### src/rtl/hazard_ctrl_pkg.sv
// Shared types and constants for the xgriscv hazard controller.
// Used by every hazard_ctrl file; HAZARD_PERF_CNT_EN adds the perf counters in the top.
package hazard_ctrl_pkg;
  localparam int RFIDX_WIDTH      = 5;
  localparam int WAIT_TIMEOUT_DEF = 255;

  typedef enum logic {
    HZ_RUN      = 1'b0,
    HZ_MEM_WAIT = 1'b1
  } hz_state_e;

  // Wait counter is at least 8 bits, wider only if the timeout needs it.
  function automatic int wcnt_width(input int timeout);
    return (timeout > 255) ? $clog2(timeout + 1) : 8;
  endfunction
endpackage

### src/rtl/hazard_ctrl_if.sv
// Pipeline-side view of the hazard controller: hazard sources in, stall/flush out.
// The master modport is the core datapath, the slave modport is hazard_ctrl.
interface hazard_ctrl_if;
  import hazard_ctrl_pkg::*;

  logic [RFIDX_WIDTH-1:0] rs1D, rs2D, rdE;
  logic rs1_usedD, rs2_usedD;
  logic memtoregE, redirectE;
  logic dmem_reqM, dmem_readyM;
  logic stallF, stallD, flushD, flushE, stallE, stallM, flushW;

  modport master (
    output rs1D, rs2D, rs1_usedD, rs2_usedD, rdE, memtoregE, redirectE,
           dmem_reqM, dmem_readyM,
    input  stallF, stallD, flushD, flushE, stallE, stallM, flushW
  );

  modport slave (
    input  rs1D, rs2D, rs1_usedD, rs2_usedD, rdE, memtoregE, redirectE,
           dmem_reqM, dmem_readyM,
    output stallF, stallD, flushD, flushE, stallE, stallM, flushW
  );
endinterface

### src/rtl/hazard_perf_cnt.sv
// Saturating event counter with increment enable; sticks at all-ones.
module hazard_perf_cnt #(
  parameter int W = 32
) (
  input  logic         clk,
  input  logic         rstn,
  input  logic         inc,
  output logic [W-1:0] cnt
);
  always_ff @(posedge clk) begin
    if (!rstn)              cnt <= '0;
    else if (inc && !(&cnt)) cnt <= cnt + 1'b1;
  end
endmodule

### src/rtl/hazard_ctrl.sv
// Stall/flush generation for load-use, redirect and data-memory wait hazards.
// Define HAZARD_PERF_CNT_EN to add the lu/memwait/redirect performance counters.
module hazard_ctrl
  import hazard_ctrl_pkg::*;
#(
  parameter int WAIT_TIMEOUT = WAIT_TIMEOUT_DEF,
  parameter int CNT_WIDTH    = 32
) (
  input  logic                 clk,
  input  logic                 rstn,
  hazard_ctrl_if.slave         hz,
`ifdef HAZARD_PERF_CNT_EN
  output logic [CNT_WIDTH-1:0] lu_cnt,
  output logic [CNT_WIDTH-1:0] memwait_cnt,
  output logic [CNT_WIDTH-1:0] redirect_cnt,
`endif
  output logic                 err_timeout
);
  localparam int WCW = wcnt_width(WAIT_TIMEOUT);
  localparam logic [WCW-1:0] TO = WCW'(WAIT_TIMEOUT);

  hz_state_e      state;
  logic [WCW-1:0] wcnt;

  logic lu, freeze, run_ok, redir, lu_hold;

  always_comb begin
    lu = hz.memtoregE && (hz.rdE != '0) &&
         ((hz.rs1_usedD && (hz.rdE == hz.rs1D)) ||
          (hz.rs2_usedD && (hz.rdE == hz.rs2D)));
    // Waiting state keeps the freeze until ready, regardless of the request level.
    freeze  = rstn && ((state == HZ_RUN)      ? (hz.dmem_reqM && !hz.dmem_readyM)
                                              : !hz.dmem_readyM);
    run_ok  = rstn && (state == HZ_RUN) && !freeze;
    redir   = run_ok && hz.redirectE;
    lu_hold = run_ok && lu && !hz.redirectE;

    hz.stallF = freeze | lu_hold;
    hz.stallD = freeze | lu_hold;
    hz.flushD = redir;
    hz.flushE = redir | lu_hold;
    hz.stallE = freeze;
    hz.stallM = freeze;
    hz.flushW = freeze;
  end

  always_ff @(posedge clk) begin
    if (!rstn) begin
      state       <= HZ_RUN;
      wcnt        <= '0;
      err_timeout <= 1'b0;
    end else begin
      case (state)
        HZ_RUN: begin
          if (freeze) begin
            state <= HZ_MEM_WAIT;
            wcnt  <= '0;
          end
        end
        HZ_MEM_WAIT: begin
          if (hz.dmem_readyM) state <= HZ_RUN;
          // Timeout only flags; the freeze carries on until memory answers.
          if (wcnt != TO) begin
            wcnt <= wcnt + 1'b1;
            if (wcnt + 1'b1 == TO) err_timeout <= 1'b1;
          end
        end
      endcase
    end
  end

`ifdef HAZARD_PERF_CNT_EN
  hazard_perf_cnt #(.W(CNT_WIDTH)) u_lu_cnt (
    .clk(clk), .rstn(rstn), .inc(lu_hold), .cnt(lu_cnt)
  );
  hazard_perf_cnt #(.W(CNT_WIDTH)) u_memwait_cnt (
    .clk(clk), .rstn(rstn), .inc(freeze), .cnt(memwait_cnt)
  );
  hazard_perf_cnt #(.W(CNT_WIDTH)) u_redirect_cnt (
    .clk(clk), .rstn(rstn), .inc(redir), .cnt(redirect_cnt)
  );
`endif
endmodule
### src/flat_wrapper.sv
// flat-port wrapper written by rule: the top's interface ports become plain ports
module hazard_ctrl_flat import hazard_ctrl_pkg::*;
#(
  parameter int WAIT_TIMEOUT = WAIT_TIMEOUT_DEF,
  parameter int CNT_WIDTH    = 32
)
  (clk, rstn, err_timeout, hz_rs1D, hz_rs2D, hz_rs1_usedD, hz_rs2_usedD, hz_rdE, hz_memtoregE, hz_redirectE, hz_dmem_reqM, hz_dmem_readyM, hz_stallF, hz_stallD, hz_flushD, hz_flushE, hz_stallE, hz_stallM, hz_flushW);
  hazard_ctrl_if hz_i ();
  input  logic clk;
  input  logic rstn;
  output logic err_timeout;
  input wire logic [$bits(hz_i.rs1D)-1:0] hz_rs1D;
  input wire logic [$bits(hz_i.rs2D)-1:0] hz_rs2D;
  input wire logic [$bits(hz_i.rs1_usedD)-1:0] hz_rs1_usedD;
  input wire logic [$bits(hz_i.rs2_usedD)-1:0] hz_rs2_usedD;
  input wire logic [$bits(hz_i.rdE)-1:0] hz_rdE;
  input wire logic [$bits(hz_i.memtoregE)-1:0] hz_memtoregE;
  input wire logic [$bits(hz_i.redirectE)-1:0] hz_redirectE;
  input wire logic [$bits(hz_i.dmem_reqM)-1:0] hz_dmem_reqM;
  input wire logic [$bits(hz_i.dmem_readyM)-1:0] hz_dmem_readyM;
  output wire logic [$bits(hz_i.stallF)-1:0] hz_stallF;
  output wire logic [$bits(hz_i.stallD)-1:0] hz_stallD;
  output wire logic [$bits(hz_i.flushD)-1:0] hz_flushD;
  output wire logic [$bits(hz_i.flushE)-1:0] hz_flushE;
  output wire logic [$bits(hz_i.stallE)-1:0] hz_stallE;
  output wire logic [$bits(hz_i.stallM)-1:0] hz_stallM;
  output wire logic [$bits(hz_i.flushW)-1:0] hz_flushW;
  assign hz_i.rs1D = hz_rs1D;
  assign hz_i.rs2D = hz_rs2D;
  assign hz_i.rs1_usedD = hz_rs1_usedD;
  assign hz_i.rs2_usedD = hz_rs2_usedD;
  assign hz_i.rdE = hz_rdE;
  assign hz_i.memtoregE = hz_memtoregE;
  assign hz_i.redirectE = hz_redirectE;
  assign hz_i.dmem_reqM = hz_dmem_reqM;
  assign hz_i.dmem_readyM = hz_dmem_readyM;
  assign hz_stallF = hz_i.stallF;
  assign hz_stallD = hz_i.stallD;
  assign hz_flushD = hz_i.flushD;
  assign hz_flushE = hz_i.flushE;
  assign hz_stallE = hz_i.stallE;
  assign hz_stallM = hz_i.stallM;
  assign hz_flushW = hz_i.flushW;
  hazard_ctrl #(.WAIT_TIMEOUT(WAIT_TIMEOUT), .CNT_WIDTH(CNT_WIDTH)) u_core (.clk(clk), .rstn(rstn), .hz(hz_i), .err_timeout(err_timeout));
endmodule
### config.mk
export PLATFORM = sky130hd
export DESIGN_NAME = hazard_ctrl_flat
export DESIGN_NICKNAME = d
export VERILOG_FILES = /design/src/rtl/hazard_ctrl_pkg.sv /design/src/rtl/hazard_ctrl_if.sv /design/src/rtl/hazard_perf_cnt.sv /design/src/rtl/hazard_ctrl.sv /design/src/flat_wrapper.sv
export SDC_FILE = /design/constraint.sdc
export NUM_CORES = 1
export LEC_CHECK = 0
export ABC_AREA = 1
export BUFFER_PORTS_ARGS = -buffer_cell sky130_fd_sc_hd__buf_4
export CAP_MARGIN = 40
export CORE_UTILIZATION = 51
export CTS_CLUSTER_SIZE = 30
export DETAILED_ROUTE_END_ITERATION = 10
export HOLD_SLACK_MARGIN = 0.08
export PLACE_DENSITY = 0.83
export SLEW_MARGIN = 20
export SYNTH_ARGS = -nofsm -noshare
export SYNTH_HDL_FRONTEND = slang
export SYNTH_HIERARCHICAL = 1
export SYNTH_SLANG_ARGS = --single-unit
### constraint.sdc
create_clock -name clk -period 3.2 [get_ports clk]
set_input_delay 0.64 -clock clk [delete_from_list [all_inputs] [get_ports clk]]
set_output_delay 0.64 -clock clk [all_outputs]
set_load 0.02 [all_outputs]
==> results.ini, run 1 <==
[outcome]
status=complete, no violations

[yosys]
yosysWarnings=6
synthTopCellsByArea=dfxtp_1 25%, nand2_1 14%, nand3_1 13%
synth_xor_area_share_pct=4.44
synth_compound_area_share_pct=15.1
ys_ff_latch=10
yosysSeqAreaShare_pct=25.4
syn-cell-area_sq_um=788
synthAdderAreaFrac_pct=3.17
syn-num-nets=156
synth_top_area_share_pct=25.4
synth_top_family_by_area=simple AND/OR/NAND/NOR gates
yosysTopAreaCell=dfxtp_1
ys_types=21
yosys.area_share.simple_pct=37.6
syn_inst=131
syn_area_per_cell_sq_um=6.02
synthMuxAreaShare_pct=0

[sta]
period_share_pct=76.1
worstMarginPinSlew_ns=0.313
slew_headroom_pct=79.1
clock_skew_ns=0.000926
finalHoldViolations=0
max_freq_ghz=0.411
totalNegativeSetupSlack_ns=0
finalSetupViolations=0
fin_crit_ns=2.43
rsz0062_at_grt=false
maxSlewViolCount=0

[drt]
routed_wl_um=1960
vias_per_cell=5.02
wire_per_inst_um=11.1
antenna_left=0
drt_pre_antenna_iters=4
drc=0
drt-initial-drc-count=36
vias=888

[min_path]
min_to=u_core/err_timeout$_SDFFE_PN0P_
hp-start=u_core/err_timeout$_SDFFE_PN0P_
min_path_cells=2
hold_path.class=register to register

[global_routing]
grt_overflow=0
grt_usage_pct=25.0
grt_pass1_vias=717
antenna_found_initial=0
grt_pass1_wl_um=2750
grt_max_degree=11

[power_and_ir_drop]
p_seq_share_pct=42.1
switching_share_pct=25.5
peakVddDrop_uv=168
p_leak_nw=0.530
power.switching_uw=78.2
internal_power_uw=228
pwr-share-clk_pct=36.5
power_density_nw_per_um2=293
power_uw=306
p_comb_share_pct=21.4

[die]
die_area_sq_um=1710
die_h_um=41.3
die_x_um=41.3
start_util_pct=57.7
std_cell_rows=13
io_pins=31
core-area_sq_um=1370

[final_layout]
antenna_cells=0
layout-area-overhead-vs-synth_pct=32.7
nets=188
final_layout_size_suffix_gt1_share_pct=25.3

[critical_path]
r2r_slack_ns=1.60
cpLargestDelayFamily=simple AND/OR/NAND/NOR gates
crit_chain=buf_4, inv_2, nor2_1, o21ai_1, nand3_1, nor3_1, nand2_1, nand2_1, buf_4
r2r_cells=8
crit_type=primary input to output pin
worst_setup_path_end_kind=output pin
slowest_stage=nor3_1
path_max_fanout=9
rr_endpoint=u_core/wcnt[0]$_SDFFE_PN0P_
worst_ep_arrival_time_ns=1.79
worst-path-buf-inv=3
required_ns=2.56
critPathMaxStageDelay_ns=0.19
worstReg2RegStart=u_core/wcnt[1]$_SDFFE_PN0P_
critPathLaunchType=primary input

[placement]
dp_hpwl_um=1570
gp_congestion=0.730
numPortBuffers=30

[clocking]
numCtsBuffers=3
cts_setup_buffers=0
clockRootBuffer=clkbuf_4
clock_latency_ns=0.26
clock_path_buffers=2
clock-sinks=10
ctsHoldBuffers=0
cts_tree=yes
clk_pin_slew_worst_paths_ns=0.06
cts_max_level=1
cts_resized=0

[flow_run]
max_cap_viol_count=0

## power groups by stage
stage / registers (mW) / clock network, mW / logic [mW]
floorplan: 0.131 / 0 / 0.0329
global placement: 0.132 / 0 / 0.0641
detailed placement: 0.132 / 0 / 0.0652
CTS: 0.129 / 0.117 / 0.0656
global route: 0.129 / 0.126 / 0.0713
finish: 0.129 / 0.112 / 0.0655
## layout make-up
type / count / area, sq um
clock buffers: 4 / 36.3
fillers: 107 / 320
inverters: 24 / 90.1
multi-input cells: 94 / 475
flip-flops and latches: 10 / 200
well taps: 15 / 18.8
repair buffers: 30 / 225
## sequential cells by signal, summed over array words and instances, names as in the netlist
| register | cells |
|---|---|
| u_core/err_timeout | 1 |
| u_core/state | 1 |
| u_core/wcnt | 8 |
## layer usage
metal | wire, um | GRT usage [%] | share of wire, % | vias to the layer above
met3 | 108 | 6.91 | 5.5 | 0
met5 | 0 | 0 | 0 | -
met1 | 819 | 25.0 | 42 | 373
met4 | 0 | 9.68 | 0 | 0
met2 | 1030 | 48.0 | 53 | 36
li1 | - | - | - | 479
## cells by family (layout without fill, tap and decap cells)
| group | Yosys count | count (layout) |
|---|---|---|
| buffers and inverters | 27 | 58 |
| XOR/XNOR | 4 | 4 |
| adder cells (fa/ha/maj) | 2 | 2 |
| flip-flops | 10 | 10 |
| AND/OR/NAND/NOR | 68 | 68 |
| AO/OA/AOI/OAI | 20 | 20 |
## synthesized netlist by cell type
| cell | n |
|---|---|
| nor2_2 | 1 |
| o21ai_0 | 2 |
| nor4_1 | 1 |
| o21bai_1 | 2 |
| dfxtp_1 | 10 |
| or2_2 | 1 |
| nand2_2 | 2 |
| nand3_1 | 20 |
| nor3_1 | 1 |
| nand4_1 | 1 |
| o21ai_1 | 2 |
| o21ai_4 | 1 |
| nand2_1 | 29 |
| o22ai_1 | 2 |
| nor2_1 | 12 |
| xor2_1 | 4 |
| inv_2 | 2 |
| inv_1 | 22 |
| buf_4 | 3 |
| a21oi_1 | 11 |
| ha_1 | 2 |
## metrics by stage
step / util (%) / area (sq um) / instances / setup WS (ns) / hold WS (ns)
after floorplan: - / 788 / 131 / 0.937 / 0.467
after global placement: 73.9 / 1010 / 173 / 0.889 / 0.455
after detailed placement: 73.9 / 1010 / 173 / 0.802 / 0.452
after CTS: 76.6 / 1050 / 177 / 0.779 / 0.463
after global routing: 76.6 / 1050 / 177 / 0.703 / 0.500
final: 76.6 / 1050 / 177 / 0.765 / 0.456
## worst register-to-register path: stages, from the launching register on
cell,delay [ns]
dfxtp_1,0.42
ha_1,0.25
nand2_2,0.10
nor2_2,0.13
nand2_2,0.08
o21ai_4,0.26
inv_2,0.11
o21ai_1,0.13
nor2_1,0.04
## layout by cell type, fill, tap and decap left out
| master | netlist | layout |
|---|---|---|
| xor2_1 | 4 | 4 |
| nor2_2 | 1 | 1 |
| dfxtp_1 | 10 | 10 |
| nor3_1 | 1 | 1 |
| nand2_2 | 2 | 2 |
| inv_1 | 22 | 22 |
| clkbuf_8 | 0 | 1 |
| a21oi_1 | 11 | 11 |
| o21ai_0 | 2 | 2 |
| nand3_1 | 20 | 20 |
| o21bai_1 | 2 | 2 |
| inv_2 | 2 | 2 |
| nor2_1 | 12 | 12 |
| clkbuf_4 | 0 | 3 |
| or2_2 | 1 | 1 |
| ha_1 | 2 | 2 |
| nand2_1 | 29 | 29 |
| o21ai_1 | 2 | 2 |
| buf_4 | 3 | 30 |
| o22ai_1 | 2 | 2 |
| nand4_1 | 1 | 1 |
| o21ai_4 | 1 | 1 |
| nor4_1 | 1 | 1 |
## worst max path at each step
stage / slack, ns / cells after the start / end / startpoint
after floorplan: 0.94 / 8 / hz_stallF / rstn
after global placement: 0.89 / 9 / hz_stallD / rstn
after detailed placement: 0.80 / 9 / hz_stallF / rstn
after CTS: 0.78 / 9 / hz_stallF / rstn
after global routing: 0.70 / 9 / hz_stallF / rstn
final: 0.77 / 9 / hz_stallF / rstn
(Power assumes the default switching activity.)
==> inputs of run 2 (changes only) <==
--- a/config.mk
+++ b/config.mk
@@ -8,11 +8,11 @@
 export ABC_AREA = 1
 export BUFFER_PORTS_ARGS = -buffer_cell sky130_fd_sc_hd__buf_4
 export CAP_MARGIN = 40
-export CORE_UTILIZATION = 51
+export CORE_UTILIZATION = 47
 export CTS_CLUSTER_SIZE = 30
 export DETAILED_ROUTE_END_ITERATION = 10
 export HOLD_SLACK_MARGIN = 0.08
-export PLACE_DENSITY = 0.83
+export PLACE_DENSITY = 0.78
 export SLEW_MARGIN = 20
 export SYNTH_ARGS = -nofsm -noshare
 export SYNTH_HDL_FRONTEND = slang
==> constraint.sdc (replaced) <==
create_clock -name clk -period 2.4 [get_ports clk]
set_input_delay 0.48 -clock clk [delete_from_list [all_inputs] [get_ports clk]]
set_output_delay 0.48 -clock clk [all_outputs]
set_load 0.02 [all_outputs]
==> run 2 against run 1 <==
Against the previous run:
- non-clock buffer count unchanged
- register-to-register slack worse by 0.82 ns
- worst hold slack better by 0.019 ns
- wire length down 3.7%
- sequential power up 33%
- sequential cell count unchanged
- combinational power up 32%
- via count down 1.1%
- largest power group unchanged
==> results.ini, run 2 (same netlist as run 1, synthesis figures left out) <==
[critical_path]
worst_setup_path_end_kind=output pin
worst-path-buf-inv=3  ; unchanged
crit_type=primary input to output pin
critPathMaxStageDelay_ns=0.19  ; about the same
worst_ep_arrival_time_ns=1.55  ; -0.24 ns
critPathLaunchType=primary input
cpLargestDelayFamily=simple AND/OR/NAND/NOR gates
crit_chain=buf_4, inv_2, nor2_1, o21ai_1, nand3_1, nor3_1, nand2_1, nand2_1, buf_4
slowest_stage=nor3_1
required_ns=1.92  ; -0.64 ns
path_max_fanout=9  ; unchanged

[outcome]
status=complete, no violations

[die]
die_h_um=43.0  ; +4.0%
die_x_um=43.0  ; +4.0%
io_pins=31  ; unchanged
die_area_sq_um=1840  ; +8.1%
std_cell_rows=14  ; +1
core-area_sq_um=1540  ; +13%
start_util_pct=51.1  ; -6.6 points

[clocking]
clk_pin_slew_worst_paths_ns=0.06  ; about the same
cts_resized=0  ; unchanged
clock_latency_ns=0.26  ; about the same
cts_max_level=1  ; unchanged
clock-sinks=10  ; unchanged
cts_setup_buffers=0  ; unchanged
numCtsBuffers=3  ; unchanged
cts_tree=yes
clockRootBuffer=clkbuf_4
clock_path_buffers=2  ; unchanged
ctsHoldBuffers=0  ; unchanged

[final_layout]
antenna_cells=0  ; unchanged
layout-area-overhead-vs-synth_pct=32.9
fillers=151  ; +41%
fin_area_sq_um=1050  ; +0.12%
most-common-layout-cells=30 x buf_4, 29 x nand2_1, 22 x inv_1
largest_registers=u_core/wcnt x8, u_core/err_timeout x1, u_core/state x1
top_register=u_core/wcnt
nets=188  ; unchanged
layout_commonest_cell=buf_4
largest_register_ffs=8  ; unchanged
final_layout_size_suffix_gt1_share_pct=25.3  ; unchanged

[power_and_ir_drop]
power_density_nw_per_um2=386  ; +32%
power_uw=405  ; +32%
p_leak_nw=0.530  ; unchanged
peakVddDrop_uv=394  ; +130%

[drt]
drt_pre_antenna_iters=4  ; unchanged
vias_per_cell=4.93  ; -1.7%
drt-initial-drc-count=27  ; -25%
wire_per_inst_um=10.6  ; -4.3%
antenna_left=0  ; unchanged
routed_wl_um=1890  ; -3.7%
vias=878  ; -1.1%
drc=0  ; unchanged

[global_routing]
grt_usage_pct=23.6  ; -1.4 points
antenna_found_initial=0  ; unchanged
grt_max_degree=11  ; unchanged
grt_pass1_vias=855  ; +19%
grt_overflow=0  ; unchanged
grt_pass1_wl_um=3380  ; +23%

[sta]
rsz0062_at_grt=false
clock_skew_ns=0.00308  ; +0.00215 ns
maxSlewViolCount=0  ; unchanged
period_share_pct=84.7
fin_crit_ns=2.03
slew_headroom_pct=78.6  ; -0.54 points
finalSetupViolations=0  ; unchanged
worst_slack_ns=0.368  ; -0.398 ns
max_freq_ghz=0.492
totalNegativeSetupSlack_ns=0  ; unchanged
finalHoldViolations=0  ; unchanged
worstMarginPinSlew_ns=0.319  ; +0.00552 ns

[placement]
numPortBuffers=30  ; unchanged
dp_slack_ns=0.358  ; -0.444 ns
dp_hpwl_um=1550  ; -1.3%
gp_congestion=0.794  ; +8.9%
place_area_sq_um=1010  ; +0.12%

[flow_run]
max_cap_viol_count=0  ; unchanged

[min_path]
hold_path.class=primary input to register

[run 2: cell counts in the layout (fill, tap and decap cells not counted)]
No cell type changed its count.
[run 2: where the power goes]
part	internal, mW	switching (mW)
Clock	0.0920	0.0542
Sequential	0.168	0.00393
Combinational	0.0440	0.0426
Total	0.304	0.101
[run 2: final cells by class]
cell class	count	area, sq um	area share (%)
sequential	10	200	19.1
timing repair buffer	30	225	21.5
clock buffer	4	36.3	3.46
multi-input combinational	94	475	45.4
tap	16	20.0	1.91
inverter	24	90.1	8.60
[run 2: worst paths after layout]
check	cells after the start	startpoint	slack, ns	endpoint
max	9	rstn	0.37	hz_stallF
min	3	hz_dmem_reqM	0.47	u_core/state$_SDFF_PN0_
max reg2reg	8	u_core/wcnt[0]$_SDFFE_PN0P_	0.78	u_core/wcnt[0]$_SDFFE_PN0P_
min reg2reg	2	u_core/err_timeout$_SDFFE_PN0P_	0.49	u_core/err_timeout$_SDFFE_PN0P_
[run 2: through the flow]
step	util [%]	hold WS, ns	std cells
floorplan	-	0.467	131
CTS	67.9	0.469	178
global placement	65.6	0.445	174
detailed placement	65.6	0.462	174
finish	67.9	0.475	178
global route	67.9	0.487	178
[run 2: worst reg2reg max path, cell delays in order, from the launching register on]
cell and delay, ns:
dfxtp_1 0.42, ha_1 0.24, nand2_2 0.10, nor2_2 0.13
nand2_2 0.07, o21ai_4 0.26, inv_2 0.10, o21ai_1 0.12
nor2_1 0.06
[run 2: routing by layer]
layer	part of all wire, %	routed length, um	up-vias	track usage (%)
met5	0	0	-	0
met4	0	0	0	8.48
met3	3.8	71	0	2.55
met2	47	889	20	40.6
met1	49	926	380	30.3
li1	-	-	478	-
